<file path="src/rtl/lane_merge_scheduler.sv">
// Two-lane byte re-merge scheduler: per-lane FIFOs feed a registered output stage.
// Ports: clk_4f/reset, data_inN/valid_inN, mode, pop_ready, data_out/valid_out, pauseN, overflowN, next_lane.
module lane_merge_scheduler #(
  parameter int DATA_W    = 8,
  parameter int DEPTH     = 4,
  parameter int ADDR_W    = 2,
  parameter int AF_THRESH = 3
) (
  input  logic              clk_4f,
  input  logic              reset,
  input  logic [DATA_W-1:0] data_in0,
  input  logic              valid_in0,
  input  logic [DATA_W-1:0] data_in1,
  input  logic              valid_in1,
  input  logic              mode,
  input  logic              pop_ready,
  output logic [DATA_W-1:0] data_out,
  output logic              valid_out,
  output logic              pause0,
  output logic              pause1,
  output logic              overflow0,
  output logic              overflow1,
  output logic              next_lane
);

  localparam int CNT_W = ADDR_W + 1;

  logic [DATA_W-1:0] mem_q  [2][DEPTH];
  logic [DATA_W-1:0] mem_d  [2][DEPTH];
  logic [ADDR_W-1:0] wptr_q [2];
  logic [ADDR_W-1:0] wptr_d [2];
  logic [ADDR_W-1:0] rptr_q [2];
  logic [ADDR_W-1:0] rptr_d [2];
  logic [CNT_W-1:0]  cnt_q  [2];
  logic [CNT_W-1:0]  cnt_d  [2];
  logic [1:0]        ovf_q, ovf_d;
  logic [DATA_W-1:0] dout_q, dout_d;
  logic              vout_q, vout_d;
  logic              next_q, next_d;

  logic [DATA_W-1:0] din [2];
  logic [1:0]        vin;
  logic [1:0]        full;
  logic [1:0]        nempty;
  logic [1:0]        wr;
  logic [1:0]        pop;
  logic              free;

  always_comb begin
    din[0] = data_in0;
    din[1] = data_in1;
    vin    = {valid_in1, valid_in0};
    for (int l = 0; l < 2; l++) begin
      full[l]   = (cnt_q[l] == CNT_W'(DEPTH));
      nempty[l] = (cnt_q[l] != '0);
    end
    // Full check uses the pre-edge count: a same-edge pop does not make room.
    wr   = vin & ~full;
    free = ~vout_q | pop_ready;

    // Preferred lane first; mode 1 may fall through to the other lane.
    pop = '0;
    if (free) begin
      if (nempty[next_q])
        pop[next_q] = 1'b1;
      else if (mode && nempty[~next_q])
        pop[~next_q] = 1'b1;
    end

    mem_d  = mem_q;
    wptr_d = wptr_q;
    rptr_d = rptr_q;
    cnt_d  = cnt_q;
    for (int l = 0; l < 2; l++) begin
      if (wr[l]) begin
        mem_d[l][wptr_q[l]] = din[l];
        wptr_d[l] = wptr_q[l] + ADDR_W'(1);
      end
      if (pop[l])
        rptr_d[l] = rptr_q[l] + ADDR_W'(1);
      if (wr[l] && !pop[l])
        cnt_d[l] = cnt_q[l] + CNT_W'(1);
      else if (!wr[l] && pop[l])
        cnt_d[l] = cnt_q[l] - CNT_W'(1);
    end

    ovf_d = ovf_q | (vin & full);

    dout_d = dout_q;
    vout_d = vout_q;
    if (free) begin
      vout_d = |pop;
      if (pop[0])
        dout_d = mem_q[0][rptr_q[0]];
      else if (pop[1])
        dout_d = mem_q[1][rptr_q[1]];
    end

    next_d = next_q;
    if (pop[0])
      next_d = 1'b1;
    else if (pop[1])
      next_d = 1'b0;
  end

  always_ff @(posedge clk_4f or posedge reset) begin
    if (reset) begin
      for (int l = 0; l < 2; l++) begin
        for (int i = 0; i < DEPTH; i++)
          mem_q[l][i] <= '0;
        wptr_q[l] <= '0;
        rptr_q[l] <= '0;
        cnt_q[l]  <= '0;
      end
      ovf_q  <= '0;
      dout_q <= '0;
      vout_q <= 1'b0;
      next_q <= 1'b0;
    end else begin
      mem_q  <= mem_d;
      wptr_q <= wptr_d;
      rptr_q <= rptr_d;
      cnt_q  <= cnt_d;
      ovf_q  <= ovf_d;
      dout_q <= dout_d;
      vout_q <= vout_d;
      next_q <= next_d;
    end
  end

  assign data_out  = dout_q;
  assign valid_out = vout_q;
  assign next_lane = next_q;
  assign overflow0 = ovf_q[0];
  assign overflow1 = ovf_q[1];
  assign pause0    = (cnt_q[0] >= CNT_W'(AF_THRESH));
  assign pause1    = (cnt_q[1] >= CNT_W'(AF_THRESH));

endmodule

</file>
<file path="config.mk">
export PLATFORM = sky130hd
export DESIGN_NAME = lane_merge_scheduler
export DESIGN_NICKNAME = d
export VERILOG_FILES = /design/src/rtl/lane_merge_scheduler.sv
export SDC_FILE = /design/constraint.sdc
export NUM_CORES = 1
export LEC_CHECK = 0
export ABC_AREA = 1
export ABC_CLOCK_PERIOD_IN_PS = 2900
export BUFFER_PORTS_ARGS = -buffer_cell sky130_fd_sc_hd__buf_2
export CAP_MARGIN = 20
export CORE_ASPECT_RATIO = 0.7
export CORE_MARGIN = 5
export CORE_UTILIZATION = 60
export CTS_CLUSTER_SIZE = 24
export DETAILED_ROUTE_END_ITERATION = 8
export PLACE_DENSITY = 0.8
export SYNTH_ARGS = -nofsm -noshare
export SYNTH_HDL_FRONTEND = slang
export SYNTH_SLANG_ARGS = --single-unit
</file>
<file path="constraint.sdc">
create_clock -name clk_4f -period 2.9 [get_ports clk_4f]
set_input_delay 0.145 -clock clk_4f [delete_from_list [all_inputs] [get_ports clk_4f]]
set_output_delay 0.145 -clock clk_4f [all_outputs]
set_load 0.01 [all_outputs]
</file>
# Word-level counts from Yosys, hierarchy flattened
# Index checks and enable logic that the tools add are counted.
# Widths: inputs -> output; s select.
[word_totals]
regBits = 90
out_inout_bits = 14
elab_cells = 102
[op_classes]
add_sub_neg = 8
n_lt_le_gt_ge = 12
eq_ne = 2
n_mux = 31
bitwise = 11
n_reduce_logical = 20
[ops]
columns = ["cell", "n"]
rows = [
  ["$bwmux 32", 2],
  ["$mux 8", 8],
  ["$bmux 8 s2", 2],
  ["$demux 8 s2", 2],
  ["$ge 3x3->1 const B", 4],
  ["$mux 3", 4],
  ["$not 2->3", 4],
  ["$logic_and 1x1->1", 9],
  ["$add 2x1->2 const B", 4],
  ["$mux 1", 8],
  ["$add 3x1->3 const B", 2],
  ["$eq 3x3->1 const B", 2],
  ["$ge 3x2->1 const B", 2],
  ["$lt 3x1->1 const B", 2],
  ["$mux 2", 3],
  ["$reduce_bool 2->1", 3],
  ["$reduce_bool 3->1", 2],
  ["$sub 3x1->3 const B", 2],
  ["$and 2x2->2", 2],
  ["$logic_not 1->1", 4],
  ["$lt 1x2->1 const B", 2],
  ["$demux 1 s1", 2],
  ["$ge 1x1->1 const B", 2],
  ["$not 1->1", 2],
  ["5 further kinds", 5],
]

# Longest topological paths before layout
[logic_depth]
ltp_word = 11
mapped_depth = 12

# Worst setup path before layout
# Ideal clock, no wire load.
[synth_path]
kind = "reg2reg"
start = "reg cnt_q[0] (netlist bit)"
end = "reg cnt_q[4] (netlist bit)"
setup_time_ns = 0.125
arrival_ns = 1.972
required_time_ns = 2.775
setup_slack_ns = 0.803
path_stages_with_launch = 10
path_cell_list = "dfrtp_1 > nor2_4 > nand3_1 > nand2_4 > nand2_4 > buf_6 > ha_1 > inv_1 > fa_1 > mux2_2"
[synth_lines]
columns = ["element", "line_no", "rtl"]
rows = [
  ["start: declaration", "34", "logic [CNT_W-1:0] cnt_q [2];"],
  ["start signal: assignment", "123", "cnt_q <= cnt_d;"],
]

==> impl_metrics.ini <==
[drt]
drtIter0Drc = 303
viasPerCell = 5.301
vias = 3472
routed_wirelength_um = 9724
drtPass1Iterations = 5
ant_nets = 0
drc_errors = 0
drt-wirelength-per-cell_um = 14.85

[sta]
fin_crit_sh_pct = 83.23
finalCriticalPeriod_ns = 2.414
slew_viol_final = 0
fmax_mhz = 414.3
fin_skew_ns = 0.006320
rsz0062_at_grt = no
setup_tns_ns = 0
slew_headroom_pct = 43.18
hold_ws_ns = 0.06502
setup_viol = 0
hold_viol = 0
worstMarginPinSlew_ns = 0.8514

[synth]
synth_top_area_share_pct = 49.53
yosysSeqAreaShare_pct = 49.53
synth_warnings = 0
netlist_instances = 523
synth_ff_type = dfrtp_1
netlist_top_cells_count = nand2_1 (181), dfrtp_1 (90), o21ai_1 (61)
avgSynthCellArea_um2 = 8.694
ys_seq_elements = 90
ys_top_cells_by_area = dfrtp_1 (50%), nand2_1 (15%), o21ai_1 (6.7%), inv_1 (4.0%), nand3_1 (3.7%)
synth.most_common_cell = nand2_1
yosysUniqueCellTypes = 30
async_flop_share_pct = 100.0
synth-edff-count = 0
netlist_area_mm2 = 0.004547
synth.net_count = 557
synth_top_area_cell = dfrtp_1

[final_layout]
fin_area_mm2 = 0.004980
nets = 586
n_antenna_cell = 0
area_delta_synth_final_pct = 9.521
final.fill_count = 599
layout-drive-gt1-share_pct = 18.49

[job]
maxCapViolCount = 0

[place]
placed_area_mm2 = 0.004717
hpwl_um = 6885
gp_congestion = 0.7860
io_buffers = 35

[setup_path]
crit_path_end_kind = flip-flop
crit_arrival_ns = 2.67
critPathMaxFanout = 12
critPathLaunchType = flip-flop
worstPathRequired_ns = 3.15
critPathKind = flip-flop to flip-flop

[clock_tree]
clock_path_buffers = 2
cts.repair.resized = 0
clk_latency_ns = 0.37
cts_tree = built
post_cts.repair.setup_buffers = 0
htree_levels = 3
clkTransAtPathRegs_ns = 0.09
cts.root.buffer_cell = clkbuf_8
numCtsBuffers = 9
cts_sinks = 90

[pwr]
p_leak_nw = 2.646
ir_drop_mv = 0.6146
total_power_mw = 6.016
pwr_density_cell_mw_per_mm2 = 1208

[floorplan]
start_util_pct = 61.84
core_area_mm2 = 0.007352
fp.dieH_um = 82.84
io_pins = 36
rows = 26
die_x_um = 114.0
dieArea_mm2 = 0.009447

[min_path]
hp-class = primary input to flip-flop

[global_routing]
grt_pass1_vias = 3354
overflow = 0
grt_max_degree = 50
grt_usage_pct = 21.91
grt_pass1_wl_um = 16560
antenna_found_initial = 0

[run_status]
status = complete, no violations
placed cells by master, fill, tap and decap left out, types with 2 or more instances in the layout:
master	synthesis	routed
bufinv_16	0	3
mux2_2	2	2
a31o_2	2	2
o21ai_1	61	61
nor2_1	3	3
inv_2	3	3
xor2_1	6	6
nand2_1	181	181
nand2_4	14	14
clkinv_1	2	2
nor2_4	2	2
nand2_2	2	2
clkbuf_8	0	11
nand3_2	15	15
nand3_1	34	34
o21ai_0	9	9
fa_1	2	2
inv_1	49	48
dfrtp_1	90	90
xnor2_1	2	2
buf_2	8	35
nand4_1	2	2
ha_1	10	10
or2_2	7	7
through the flow:
step                cells  setup slack (ns)  utilization [%]
floorplan             523            0.4197                -
global placement      638            0.6504            64.16
detailed placement    638            0.5296            64.16
CTS                   655            0.5186            67.73
global route          655            0.3866            67.73
finish                655            0.4863            67.73
flip-flops by register name (all words and copies together) (netlist names):
| name | flops |
|---|---|
| mem_q | 64 |
| next_lane | 1 |
| cnt_q | 6 |
| data_out | 8 |
| rptr_q | 4 |
| valid_out | 1 |
| wptr_q | 4 |
| ovf_q | 2 |
cells by family after synthesis:
kind of cell / count (synthesis) / synth area share, %
AND/OR/NAND/NOR: 261 / 27.88
flip-flops: 90 / 49.53
AO/OA/AOI/OAI: 75 / 8.751
buffers and inverters: 75 / 8.173
adder cells (fa/ha/maj): 12 / 3.632
XOR/XNOR: 8 / 1.541
multiplexers: 2 / 0.4953
path summary, 6_finish.rpt:
path | startpoint | end | slack, ns | cells after the start
setup / recovery | cnt_q[0] | cnt_q[1] | 0.49 | 7
hold / removal | data_in1[6] | mem_q[14] | 0.07 | 3
setup reg to reg | cnt_q[0] | cnt_q[1] | 0.49 | 7
hold reg to reg | mem_q[57] | mem_q[57] | 0.49 | 2
max in group asynchronous | reset | mem_q[15] | 1.73 | 4
min in group asynchronous | reset | mem_q[47] | 0.47 | 3
repair_timing:
item,4_1_cts,5_1_grt
setup endpoints to repair,0,0
hold buffers,1,0
endpoints found under the hold margin,48,0
layer usage:
metal  wire (um)  part of all wire (%)  global-route usage [%]  vias to the layer above
met5           0                     0                       0                        -
met4         178                   1.8                   7.228                        0
met3         602                   6.2                   5.523                       21
met2        4299                    44                   31.40                      111
met1        4643                    48                   32.57                     1634
li1            -                     -                       -                     1706
worst max-delay path, stage by stage, from the launching register on:
cell	delay [ns]
dfrtp_1	0.47
nor2_4	0.08
a21oi_2	0.47
nand2_4	0.23
ha_1	0.24
inv_1	0.11
fa_1	0.42
mux2_2	0.27
power by group:
part / total [mW] / leakage (nW) / internal [mW] / switching [mW]
sequential: 2.38 / 1.11 / 1.85 / 0.521
clock: 1.06 / 0.123 / 0.620 / 0.436
combinational: 2.58 / 1.41 / 0.992 / 1.59
layout make-up:
type / count / area, um2 / area share [%]
Clock buffer: 12 / 155.1 / 3.116
Clock inverter: 4 / 97.59 / 1.960
Inverter: 56 / 224.0 / 4.497
Multi-Input combinational cell: 358 / 1923 / 38.62
Sequential cell: 90 / 2252 / 45.23
Tap cell: 98 / 122.6 / 2.462
Timing Repair Buffer: 37 / 205.2 / 4.121
Power figures use the tool's default switching activity.
